**config.mk**
```make
export PLATFORM = sky130hd
export DESIGN_NAME = ram8_bist_engine
export DESIGN_NICKNAME = d
export VERILOG_FILES = /design/src/rtl/ram8_bist_engine_pkg.sv /design/src/rtl/ram8_bist_pattern_gen.sv /design/src/rtl/ram8_bist_engine.sv
export SDC_FILE = /design/constraint.sdc
export NUM_CORES = 1
export LEC_CHECK = 0
export CAP_MARGIN = 20
export CORE_ASPECT_RATIO = 0.9
export CORE_MARGIN = 1.5
export CORE_UTILIZATION = 32
export DETAILED_ROUTE_END_ITERATION = 16
export PLACE_DENSITY = 0.58
export SYNTH_ARGS = -nofsm -noshare
export SYNTH_HDL_FRONTEND = slang
export SYNTH_SLANG_ARGS = --single-unit
```
**constraint.sdc**
```tcl
create_clock -name clk -period 4.95 [get_ports clk]
set_clock_uncertainty 0.1 [all_clocks]
set_input_delay 1.2375 -clock clk [delete_from_list [all_inputs] [get_ports clk]]
set_output_delay 1.2375 -clock clk [all_outputs]
set_load 0.05 [all_outputs]
```
**src/rtl/ram8_bist_engine_pkg.sv**
```systemverilog
// ram8_bist_engine_pkg
//   Shared definitions for the RAM8 BIST engine: FSM state encoding, default
//   seed pattern and phase decode helpers used by the engine and its pattern
//   generator.
package ram8_bist_engine_pkg;

  typedef enum logic [2:0] {
    S_IDLE = 3'd0,
    S_WR0  = 3'd1,
    S_RD0  = 3'd2,
    S_WR1  = 3'd3,
    S_RD1  = 3'd4,
    S_DONE = 3'd5,
    S_FAIL = 3'd6
  } state_t;

  localparam logic [15:0] DEFAULT_SEED = 16'hABCD;

  // Write phases drive the RAM load strobe.
  function automatic logic phase_is_write(input state_t s);
    return (s == S_WR0) || (s == S_WR1);
  endfunction

  // Read phases compare RAM output against the expected word.
  function automatic logic phase_is_read(input state_t s);
    return (s == S_RD0) || (s == S_RD1);
  endfunction

  // Second pass uses the bitwise-inverted pattern.
  function automatic logic phase_is_inv(input state_t s);
    return (s == S_WR1) || (s == S_RD1);
  endfunction

endpackage

```
**src/rtl/ram8_bist_pattern_gen.sv**
```systemverilog
// bist_pattern_gen
//   Combinational expected-word generator: word = SEED + addr (addr
//   zero-extended, carry discarded), optionally bitwise inverted.
//   Shared by the write data path and the read comparator.
// Ports
//   addr_i    in  ADDR_W  current RAM address
//   seed_i    in  DATA_W  base pattern
//   invert_i  in  1       1 = return inverted pattern
//   word_o    out DATA_W  expected word
module bist_pattern_gen #(
  parameter int unsigned DATA_W = 16,
  parameter int unsigned ADDR_W = 3
) (
  input  logic [ADDR_W-1:0] addr_i,
  input  logic [DATA_W-1:0] seed_i,
  input  logic              invert_i,
  output logic [DATA_W-1:0] word_o
);

  logic [DATA_W-1:0] sum;

  assign sum    = seed_i + DATA_W'(addr_i);
  assign word_o = invert_i ? ~sum : sum;

endmodule

```
**src/rtl/ram8_bist_engine.sv**
```systemverilog
// ram8_bist_engine
//   Built-in self-test initiator for the 8-word register RAM. Writes
//   SEED+addr to every word, reads it back, writes the inverted pattern,
//   reads that back and reports pass/fail. Muxed onto the RAM port while
//   busy=1.
// Configuration macro
//   BIST_ERR_COUNT_EN : adds err_count output; mismatches are counted
//                       (saturating) instead of aborting, first mismatch kept.
// Ports
//   clk        in   1       clock, rising edge
//   rst_n      in   1       asynchronous active-low reset
//   start      in   1       run request, honoured only when busy=0
//   busy       out  1       test in progress
//   done       out  1       test finished (held until next start/reset)
//   pass       out  1       valid with done; 1 = no mismatch
//   fail_addr  out  ADDR_W  address of first mismatch
//   fail_data  out  DATA_W  data read at first mismatch
//   mem_in     out  DATA_W  RAM write data
//   mem_addr   out  ADDR_W  RAM address
//   mem_load   out  1       RAM write enable
//   mem_out    in   DATA_W  RAM read data (combinational)
//   err_count  out  ADDR_W+2 mismatch count (BIST_ERR_COUNT_EN only)
module ram8_bist_engine
  import ram8_bist_engine_pkg::*;
#(
  parameter int unsigned       DATA_W = 16,
  parameter int unsigned       ADDR_W = 3,
  parameter logic [DATA_W-1:0] SEED   = DATA_W'(DEFAULT_SEED)
) (
  input  logic              clk,
  input  logic              rst_n,
  input  logic              start,
  output logic              busy,
  output logic              done,
  output logic              pass,
  output logic [ADDR_W-1:0] fail_addr,
  output logic [DATA_W-1:0] fail_data,
  output logic [DATA_W-1:0] mem_in,
  output logic [ADDR_W-1:0] mem_addr,
  output logic              mem_load,
  input  logic [DATA_W-1:0] mem_out
`ifdef BIST_ERR_COUNT_EN
  ,
  output logic [ADDR_W+1:0] err_count
`endif
);

  localparam logic [ADDR_W-1:0] LAST_ADDR = '1;

  state_t            state_q, state_d;
  logic [ADDR_W-1:0] addr_q, addr_d;
  logic [ADDR_W-1:0] fail_addr_q, fail_addr_d;
  logic [DATA_W-1:0] fail_data_q, fail_data_d;
`ifdef BIST_ERR_COUNT_EN
  logic [ADDR_W+1:0] err_q, err_d;
`endif

  logic [DATA_W-1:0] exp_word;
  logic              last_addr;
  logic              mismatch;

  bist_pattern_gen #(
    .DATA_W (DATA_W),
    .ADDR_W (ADDR_W)
  ) u_pattern (
    .addr_i   (addr_q),
    .seed_i   (SEED),
    .invert_i (phase_is_inv(state_q)),
    .word_o   (exp_word)
  );

  assign last_addr = (addr_q == LAST_ADDR);
  assign mismatch  = phase_is_read(state_q) && (mem_out != exp_word);

  always_ff @(posedge clk or negedge rst_n) begin
    if (!rst_n) begin
      state_q     <= S_IDLE;
      addr_q      <= '0;
      fail_addr_q <= '0;
      fail_data_q <= '0;
`ifdef BIST_ERR_COUNT_EN
      err_q       <= '0;
`endif
    end else begin
      state_q     <= state_d;
      addr_q      <= addr_d;
      fail_addr_q <= fail_addr_d;
      fail_data_q <= fail_data_d;
`ifdef BIST_ERR_COUNT_EN
      err_q       <= err_d;
`endif
    end
  end

  always_comb begin
    state_d     = state_q;
    addr_d      = addr_q;
    fail_addr_d = fail_addr_q;
    fail_data_d = fail_data_q;
`ifdef BIST_ERR_COUNT_EN
    err_d       = err_q;
`endif
    unique case (state_q)
      S_WR0, S_WR1: begin
        // Counter wraps to 0 at LAST_ADDR, so the next phase starts at addr 0.
        addr_d = addr_q + ADDR_W'(1);
        if (last_addr) state_d = (state_q == S_WR0) ? S_RD0 : S_RD1;
      end
      S_RD0, S_RD1: begin
        addr_d = addr_q + ADDR_W'(1);
        if (last_addr) state_d = (state_q == S_RD0) ? S_WR1 : S_DONE;
`ifdef BIST_ERR_COUNT_EN
        if (mismatch) begin
          if (err_q == '0) begin
            fail_addr_d = addr_q;
            fail_data_d = mem_out;
          end
          if (err_q != '1) err_d = err_q + (ADDR_W+2)'(1);
        end
        // Final compare folds in its own result as well as earlier ones.
        if (last_addr && (state_q == S_RD1) && (mismatch || (err_q != '0)))
          state_d = S_FAIL;
`else
        if (mismatch) begin
          fail_addr_d = addr_q;
          fail_data_d = mem_out;
          state_d     = S_FAIL;
          addr_d      = '0;
        end
`endif
      end
      default: begin
        // IDLE, DONE, FAIL: idle states that accept a new run.
        if (start) begin
          state_d     = S_WR0;
          addr_d      = '0;
          fail_addr_d = '0;
          fail_data_d = '0;
`ifdef BIST_ERR_COUNT_EN
          err_d       = '0;
`endif
        end
      end
    endcase
  end

  assign busy      = phase_is_write(state_q) || phase_is_read(state_q);
  assign done      = (state_q == S_DONE) || (state_q == S_FAIL);
  assign pass      = (state_q == S_DONE);
  assign fail_addr = fail_addr_q;
  assign fail_data = fail_data_q;
  assign mem_load  = phase_is_write(state_q);
  assign mem_addr  = addr_q;
  assign mem_in    = mem_load ? exp_word : '0;
`ifdef BIST_ERR_COUNT_EN
  assign err_count = err_q;
`endif

endmodule

```
==> impl_metrics.tcl <==
set metrics [dict create \
    outcome "completed" \
    final_common_cell "clkdlybuf4s50_1" \
    relSlewSlack 0.4618 \
    ys_warn_count 0 \
    synthXorXnorAreaFrac 0.06835 \
    wl_per_cell_um 15.21 \
    muxShareOfSynthArea 0 \
    r2r_end "fail_data[0]" \
    syn_area_um2 1538 \
    cts_tree "yes" \
    h-tree-depth 1 \
    fp.dieW_um 76.07 \
    core.rowCount 23 \
    synth_area_leaders "dfrtp_1, a22o_1, xnor2_1" \
    synth_cells 143 \
    cp_cell_sequence "nand2b_1 -> inv_4 -> a21oi_2 -> xor2_1 -> nor2_1 -> clkdlybuf4s50_1" \
    grt_overflow 0 \
    pin_count 61 \
    min_period_over_period 0.8304 \
    synth_top_family_by_area "compound AO/OA/AOI/OAI gates" \
    synth-compound-area-share 0.2221 \
    hold_start "fail_data[11]" \
    mostFrequentLayoutCells "clkdlybuf4s50_1, dfrtp_1, a22o_1" \
    drtIter0Drc 80 \
    place_hpwl_um 2897 \
    num_antenna_cells 0 \
    cts.clk_slew.worst_paths_ns 0.09 \
    cts_resized 0 \
    yosys.area_share.simple 0.1579 \
    arrival_ns 2.77 \
    drive_above_1_share 0.07368 \
    yosys_register_bits 25 \
    die_h_um 68.77 \
    endpoint_kind "output pin" \
    ctsHoldBuffers 0 \
    yosysUniqueCellTypes 46 \
    vias_per_cell 4.956 \
    synth_edf_count 0 \
    critPathLaunchType "flip-flop" \
    grt_pass1_wl_um 6161 \
    finalSetupViolCount 0 \
    slew_violations 0 \
    fmax_mhz 243.3 \
    gp_congestion 0.8445 \
    syn_avg_cell_area_um2 10.75 \
    grt_pass1_vias 1240 \
    synthAdderAreaFrac 0.02441 \
    critPathMaxFanout 14 \
    fin_tns_setup_ns 0 \
    worstSetupPathType "flip-flop to output pin" \
    cts_setup_buffers 0 \
    cts_buffers 3 \
    endpoint "mem_in[3]" \
    area_delta_synth_final_pct 38.41 \
    seq_area_frac_synth 0.4068 \
    min_period_ns 4.110 \
    finalHoldViolations 0 \
    ff2ff_setup_slack_ns 2.03 \
    nets 213 \
    worst_pin_slew_ns 0.8064 \
    drc_errors 0 \
    slowest_delay_ns 0.82 \
    dr.pass1.iters 4 \
    critical-path-slowest-cell "clkdlybuf4s50_1" \
    clock_sink_count 25 \
    grt_max_degree 26 \
    cp_data_required_time_ns 3.61 \
    track_usage 0.1482 \
    antenna_found_initial 0 \
    r2r_start "mem_addr[0]" \
    fin_util 0.4681 \
    routed_wl_um 3832 \
    cts_buffer_depth 2 \
    drt.antenna.violating_nets 0 \
    hp-class "flip-flop to flip-flop" \
    rsz0062_at_grt "false" \
    crit_start "state_q[2]" \
    vias 1249 \
    root_buffer "clkbuf_8" \
    initial_core_util 0.3382 \
    rr_worst_depth 8 \
    async_reset_ff_frac 1.000 \
    clk_latency_ns 0.27 \
    synth_top_area_cell "dfrtp_1" \
    io_buffer_count 60 \
    drv_cap 0 \
    syn-num-nets 165 \
    netlist.area_leader.share 0.4068 \
    synthFlopType "dfrtp_1" \
    core_um2 4547 \
    dieArea_um2 5231 \
]
## worst min path at each step
stage / end / cells after the start
2_1_floorplan: state_q[2] / 2
3_3_place_gp: fail_data[2] / 1
3_5_place_dp: fail_data[11] / 1
4_1_cts: fail_data[8] / 1
5_1_grt: fail_addr[1] / 1
6_report: fail_data[11] / 1
## critical path: cells and delay by family, from the launching register on
| kind | cells | cell delay (ns) |
|---|---|---|
| flops | 1 | 0.56 |
| buf+inv | 2 | 0.91 |
| compound gates | 1 | 0.43 |
| xor+xnor | 1 | 0.13 |
| simple gates | 2 | 0.48 |
## through the flow
| stage | hold slack (ns) | setup slack [ns] | std cells | area, um^2 |
|---|---|---|---|---|
| after floorplan | 0.4731 | 1.483 | 143 | 1538 |
| after global placement | 0.3852 | 1.184 | 247 | 2056 |
| after detailed placement | 0.3841 | 1.148 | 247 | 2056 |
| after CTS | 0.4113 | 0.8442 | 251 | 2101 |
| after global routing | 0.4372 | 0.6242 | 252 | 2128 |
| final | 0.4080 | 0.8397 | 252 | 2128 |
## cells in the mapped netlist, types with 2 or more instances
library cell,number
dfrtp_1,25
a22o_1,19
nor2_1,12
xnor2_1,10
buf_4,9
a21oi_1,5
o21ai_1,5
buf_6,4
inv_1,4
nand2_1,4
ha_1,3
nand2b_1,3
o21ai_0,3
a22oi_1,2
clkbuf_1,2
nor4b_1,2
xor2_1,2
## state kept, by name, summed over array words and instances, names as in the netlist
register   flops
fail_addr      3
state_q        3
fail_data     16
mem_addr       3
## metal layers
metal / global-route usage / routed length [um]
met4: 0.03009 / 5
met2: 0.2545 / 1791
met5: 0 / 0
met1: 0.2026 / 1837
met3: 0.02237 / 198
## cell families after synthesis
| family | Yosys count |
|---|---|
| compound gates | 43 |
| simple gates | 36 |
| flops | 25 |
| buf+inv | 24 |
| xor+xnor | 12 |
| fa+ha+maj | 3 |
## final cells by class
| type | count | area [um^2] |
|---|---|---|
| flip-flops and latches | 25 | 625.6 |
| fillers | 456 | 2419 |
| repair buffers | 61 | 628.1 |
| multi-input cells | 94 | 726.9 |
| well taps | 62 | 77.57 |
| inverters | 6 | 25.02 |
| clock buffers | 4 | 45.04 |
Power is not shown: default switching activity piles up to over one toggle a cycle in this logic, so the estimate is an artifact.
